==> src/rtl/neuron_layer_loader_if.sv <==
// neuron_layer_loader_if: upstream value stream and layer write port of the loader
interface neuron_layer_loader_if #(parameter int SIZE = 16);
    logic            in_valid;
    logic [SIZE-1:0] in_data;
    logic            in_ready;
    logic [SIZE-1:0] load_value;
    logic [SIZE-1:0] load_address;
    logic            load_enable;
    modport slave (
        input  in_valid, in_data,
        output in_ready, load_value, load_address, load_enable
    );
    modport master (
        output in_valid, in_data,
        input  in_ready, load_value, load_address, load_enable
    );
endinterface

==> src/rtl/neuron_layer_loader.sv <==
// neuron_layer_loader: streams values into layer slots; NEURON_LOADER_BASE_EN adds a base_address input
module neuron_layer_loader #(
    parameter int SIZE     = 16,
    parameter int LAYER_SZ = 10
) (
    input  logic                  clk,
    input  logic                  reset,
    input  logic                  start,
    input  logic [SIZE-1:0]       count,
`ifdef NEURON_LOADER_BASE_EN
    input  logic [SIZE-1:0]       base_address,
`endif
    neuron_layer_loader_if.slave  bus,
    output logic                  busy,
    output logic                  done,
    output logic                  overflow
);
    typedef enum logic [1:0] {IDLE, LOAD, DONE} state_t;
    localparam logic [SIZE-1:0] LS = SIZE'(LAYER_SZ);
    state_t state, next;
    logic [SIZE-1:0] base_in, room, eff, base_q, cnt_q, idx_q;
    logic clamp, beat, last;
`ifdef NEURON_LOADER_BASE_EN
    assign base_in = base_address;
`else
    assign base_in = '0;
`endif
    assign bus.in_ready = state == LOAD;
    assign busy = state != IDLE;
    assign done = state == DONE;
    // A base past the layer leaves no room, so any nonzero count is clamped to zero writes
    always_comb begin
        room = base_in >= LS ? '0 : LS - base_in;
        clamp = count > room;
        eff = clamp ? room : count;
        beat = state == LOAD && bus.in_valid;
        last = idx_q == cnt_q - SIZE'(1);
        next = state == IDLE ? (start ? (eff == '0 ? DONE : LOAD) : IDLE)
             : state == LOAD ? (beat && last ? DONE : LOAD)
             : IDLE;
    end
    always_ff @(posedge clk) begin
        if (reset) begin
            state <= IDLE;
            base_q <= '0;
            cnt_q <= '0;
            idx_q <= '0;
            overflow <= 1'b0;
            bus.load_enable <= 1'b0;
            bus.load_value <= '0;
            bus.load_address <= '0;
        end else begin
            state <= next;
            bus.load_enable <= beat;
            if (beat) begin
                bus.load_value <= bus.in_data;
                bus.load_address <= base_q + idx_q;
                idx_q <= idx_q + SIZE'(1);
            end
            if (state == IDLE && start) begin
                base_q <= base_in;
                cnt_q <= eff;
                idx_q <= '0;
                overflow <= clamp;
            end
        end
    end
endmodule

==> src/flat_wrapper.sv <==
// flat-port wrapper written by rule: the top's interface ports become plain ports
module neuron_layer_loader_flat 
#(
    parameter int SIZE     = 16,
    parameter int LAYER_SZ = 10
)
  (clk, reset, start, count, busy, done, overflow, bus_in_valid, bus_in_data, bus_in_ready, bus_load_value, bus_load_address, bus_load_enable);
  neuron_layer_loader_if #(.SIZE(SIZE)) bus_i ();
  input  logic clk;
  input  logic reset;
  input  logic start;
  input  logic [SIZE-1:0] count;
  output logic busy;
  output logic done;
  output logic overflow;
  input wire logic [$bits(bus_i.in_valid)-1:0] bus_in_valid;
  input wire logic [$bits(bus_i.in_data)-1:0] bus_in_data;
  output wire logic [$bits(bus_i.in_ready)-1:0] bus_in_ready;
  output wire logic [$bits(bus_i.load_value)-1:0] bus_load_value;
  output wire logic [$bits(bus_i.load_address)-1:0] bus_load_address;
  output wire logic [$bits(bus_i.load_enable)-1:0] bus_load_enable;
  assign bus_i.in_valid = bus_in_valid;
  assign bus_i.in_data = bus_in_data;
  assign bus_in_ready = bus_i.in_ready;
  assign bus_load_value = bus_i.load_value;
  assign bus_load_address = bus_i.load_address;
  assign bus_load_enable = bus_i.load_enable;
  neuron_layer_loader #(.SIZE(SIZE), .LAYER_SZ(LAYER_SZ)) u_core (.clk(clk), .reset(reset), .start(start), .count(count), .bus(bus_i), .busy(busy), .done(done), .overflow(overflow));
endmodule
==> config.mk <==
export PLATFORM = sky130hd
export DESIGN_NAME = neuron_layer_loader_flat
export DESIGN_NICKNAME = d
export VERILOG_FILES = /design/src/rtl/neuron_layer_loader_if.sv /design/src/rtl/neuron_layer_loader.sv /design/src/flat_wrapper.sv
export SDC_FILE = /design/constraint.sdc
export NUM_CORES = 1
export LEC_CHECK = 0
export CAP_MARGIN = 10
export CORE_MARGIN = 5
export CORE_UTILIZATION = 49
export DETAILED_ROUTE_END_ITERATION = 10
export GPL_ROUTABILITY_DRIVEN = 0
export PLACE_DENSITY_LB_ADDON = 0.15
export SYNTH_ARGS = -nofsm -noshare
export SYNTH_HDL_FRONTEND = slang
export SYNTH_SLANG_ARGS = --single-unit
==> constraint.sdc <==
create_clock -name clk -period 3.1 [get_ports clk]
set_input_delay 0.62 -clock clk [delete_from_list [all_inputs] [get_ports clk]]
set_output_delay 0.62 -clock clk [all_outputs]
set_load 0.01 [all_outputs]
* Word-level counts from Yosys, hierarchy flattened
Cells that the tools add are included.
Storage, ports and cells: flip-flop bits (word level) 68, bits in latches 0, RAM bits 0, ROM bits 0, input bits 36, output and inout bits 37, word-level logic and storage cells 26, memories 0
Operators by class: $add $sub $neg 2, $mul 0, divide/modulo/power cells 0, order comparisons 1, eq/ne operators 3, shift operators 0, muxes and demuxes 6, bitwise gates (word level) 0, reductions and logical operators 7
Operators by type and width (number):
- adder 16 x 1 -> 16 bit, second input constant | 1
- equality test 16 bit | 1
- greater-than comparator 16 x 4 -> 1 bit, second input constant | 1
- logical NOT 16 bit | 1
- two-way mux 16 bit | 1
- subtractor 16 x 1 -> 16 bit, second input constant | 1
- two-way mux 2 bit | 5
- logical AND 1 bit | 3
- equality test 2 x 1 -> 1 bit, second input constant | 1
- equality test 2 bit, second input constant | 1
- logical NOT 2 bit | 1
- nonzero test 2 bit | 1
- OR reduction 2 bit | 1

* Depth between registers and ports, before layout
depth after elaboration 6, depth in mapped cells 10, depth with buffers taken out 9

* Worst setup path before layout
OpenSTA, ideal clock, no wires.
kind register -> register, start register u_core.cnt_q[5], end register u_core.state[0], setup time 0.118 ns, arrival 2.113 ns, data required time 2.982 ns, slack 0.869 ns, stages on the path, launching flop included 8, buffers on the path 1, period minus slack after synthesis 2.231 ns, cell sequence dfxtp_1 > buf_6 > or4_4 > or4b_4 > o32a_2 > nor4_2 > a41o_1 > a21oi_2
Between the ends: cells in the longest elaborated chain, start to end 6
Ends and longest elaborated chain:
- start: declaration | line neuron_layer_loader.sv:21 | logic [SIZE-1:0] base_in, room, eff, base_q, cnt_q, idx_q;
- start signal: assignment | line neuron_layer_loader.sv:46 | cnt_q <= '0;
- start signal: assignment | line neuron_layer_loader.sv:62 | cnt_q <= eff;
- subtractor 16 x 1 -> 16 bit | line neuron_layer_loader.sv:37 | last = idx_q == cnt_q - SIZE'(1);
- equality test 16 bit | line neuron_layer_loader.sv:37
- logical AND 1 bit | line neuron_layer_loader.sv:39 | : state == LOAD ? (beat && last ? DONE : LOAD)
- two-way mux 2 bit (2 in a row) | line neuron_layer_loader.sv:39
- two-way mux 2 bit | line neuron_layer_loader.sv:38 | next = state == IDLE ? (start ? (eff == '0 ? DONE : LOAD) : IDLE)
- end signal: assignment | line neuron_layer_loader.sv:53 | state <= next;
- end: declaration | line neuron_layer_loader.sv:20 | state_t state, next;
Every way passes these cells. A chain may end at the register's enable or synchronous reset.

* Worst setup path after layout
start register u_core.cnt_q[0], end register u_core.state[0]
The elaborated chain is that of the path after synthesis.

==> reports/metrics.csv <==
metric,value,unit
outcome,"complete, no violations",
boundary pin count,73,
Peak supply drop,305,uV
clk slew on worst S/H paths,0.07,ns
Antenna diodes,0,
Yosys warnings,0,
CP startpoint,u_core.cnt_q[0],
syn avg cell area,8.31,um2
RR Endpoint,u_core.state[0],
htree depth,3,
vias per inst,5.17,
Worst Tran Pin Value,0.616,ns
GRT overflow,0,
Total GRT Usage,18.3,%
setup TNS,0,ns
Synth Register Bits,68,
PortBufs,72,
via count,2633,
Worst Path Required,3.32,ns
Die W,88.7,um
Critical Path Stages,8,
Worst Clk Skew,0.00852,ns
CP peak stage delay,0.65,ns
design area,4020,um2
Routed WL,6810,um
Max-slew headroom,58.9,%
vias in the first global route,2567,
clock root cell,clkbuf_8,
top post-synthesis cells by area,"dfxtp_1 45%, nand2_1 9.9%, a21oi_1 6.3%",
share of layout cells above drive strength 1,7.37,%
Initial Utilization,50.9,%
hpwl dp,4910,um
Synth cell types,48,
"setup slack, reg-to-reg",0.53,ns
Tcrit/Tclk final,82.8,%
Die H,88.7,um
DRC viols,0,
Post-CTS Setup Inserts,0,
"Cell Chain, Critical Path",inv_1 > ha_1 > or4b_1 > nor4_1 > xnor2_1 > nor4_2 > a41o_1 > a21oi_2,
HP Class,reg -> reg,
crit path max fanout,9,
unrepaired setup endpoints after global routing,no,
"commonest non-fill, non-tap cell in the layout",nand2_1,
dominant synthesized flop cell,dfxtp_1,
Peak Freq,0.390,GHz
Critical Path End,u_core.state[0],
largest net degree at the start of global routing,36,
Critical Path End Type,register,
Die ar.,7860,um2
Mapped Cells,365,
Critical Path AT,2.78,ns
Post-Syn Nets,403,
# rows,28,
Worst Setup Path Type,reg -> reg,
ANT nets after route,0,
first-pass GRT wire length,11200,um
Setup crit start kind,register,
Post-CTS Hold Buffers,0,
DRT Pass-1 Iters,4,
"FFs w/ async S/R, synth",0,%
CTS resizes,0,
Lkg Pwr,1.43,nW
Placed Cells,493,
final setup vio count,0,
pwr/cell area,494,nW/um2
area of the mapped netlist,3030,um2
cts bufs inserted,9,
R2R cell count,8,
start of the worst register-to-register path,u_core.cnt_q[0],
max-cap viol count,0,
dominant cell type by area after synthesis,dfxtp_1,
DRT iter0 DRCs,96,
Placement Cell Area,3770,um2
synth-to-layout area growth,32.6,%
clk sinks,68,
post-synth top area share,44.9,%
register area share after synthesis,44.9,%
final core occ,67.5,%
crit path time final,2.57,ns
fin cells,509,
"EDFF count, synth",0,
clk buf depth,2,
wire per inst,13.4,um
Final Hold Fails,0,
initial antenna violation count,0,
core area,5960,um2
"commonest non-fill, non-tap cells in the layout","80 x nand2_1, 72 x clkdlybuf4s50_1, 68 x dfxtp_1",
Slew Limit Fails,0,
Top delay family on crit path,simple AND/OR/NAND/NOR gates,
Buf/Inv on CP,1,
Clock Latency Late Sink,0.35,ns
CTS tree,yes,
Layout Nets,467,
critical path's slowest cell,or4b_1,
==> layer usage <==
| metal | GRT usage, % | vias up | share of wire [%] |
|---|---|---|---|
| met2 | 30.3 | 74 | 47 |
| met5 | 0 | - | 0 |
| met3 | 5.49 | 13 | 7.2 |
| met4 | 9.75 | 0 | 1.6 |
| li1 | - | 1358 | - |
| met1 | 21.2 | 1188 | 44 |
==> worst min-delay path, stage by stage, from the launching register on <==
cell and delay, ns:
dfxtp_1 0.31, nand2_1 0.05, a21oi_1 0.05
==> cells by family after synthesis <==
group           share of synthesized area (%)
compound gates                           12.1
simple gates                             28.1
flops                                    44.9
buf+inv                                  4.00
fa+ha+maj                               0.825
mux                                      1.36
xor+xnor                                 8.67
==> area by class of cell <==
type / count / area (um2)
fill: 481 / 1940
multi-input combinational: 269 / 1550
sequential: 68 / 1360
timing repair buffer: 75 / 743
clock buffer: 10 / 138
clock inverter: 6 / 111
tap: 75 / 93.8
inverter: 6 / 22.5
==> state kept, by name, indices dropped and copies added (netlist names) <==
name	cells
u_core.bus.load_address	16
u_core.bus.load_enable	1
u_core.bus.load_value	16
u_core.cnt_q	16
u_core.idx_q	16
u_core.overflow	1
u_core.state	2
==> per-stage QoR <==
stage	hold slack (ns)	setup slack (ns)	total power, mW
global route	0.471	0.369	2.07
global placement	0.441	0.706	1.11
floorplan	0.450	0.869	1.02
CTS	0.456	0.570	2.01
detailed placement	0.446	0.613	1.11
finish	0.454	0.533	1.98
==> cells in the mapped netlist (all sizes together), types with 2 or more instances <==
cell type  instances
nand2             80
dfxtp             68
a21oi             40
nor2              27
clkbuf            17
xor2              17
and2              14
xnor2             13
nand4              7
nor3               7
nor4               7
o21ai              7
or3                7
inv                6
buf                5
nor2b              5
a22oi              3
mux2i              3
nand3              3
nor4b              3
a211oi             2
a21o               2
ha                 2
nand2b             2
or4                2
or4b               2
==> power breakdown <==
part / internal [mW] / switching (mW) / total (mW)
Sequential: 0.887 / 0.00909 / 0.896
Clock: 0.556 / 0.338 / 0.894
Combinational: 0.101 / 0.0931 / 0.194
==> worst min-delay path by stage <==
| stage | cells past startpoint | slack (ns) | end | startpoint |
|---|---|---|---|---|
| floorplan | 1 | 0.45 | u_core.cnt_q[15] | u_core.cnt_q[15] |
| global placement | 2 | 0.44 | u_core.bus.load_value[0] | u_core.bus.load_value[0] |
| detailed placement | 2 | 0.45 | u_core.bus.load_address[7] | u_core.bus.load_address[7] |
| CTS | 2 | 0.46 | u_core.bus.load_address[7] | u_core.bus.load_address[7] |
| global route | 2 | 0.47 | u_core.bus.load_value[7] | u_core.bus.load_value[7] |
| finish | 2 | 0.45 | u_core.bus.load_value[4] | u_core.bus.load_value[4] |
(Power assumes the default switching activity.)
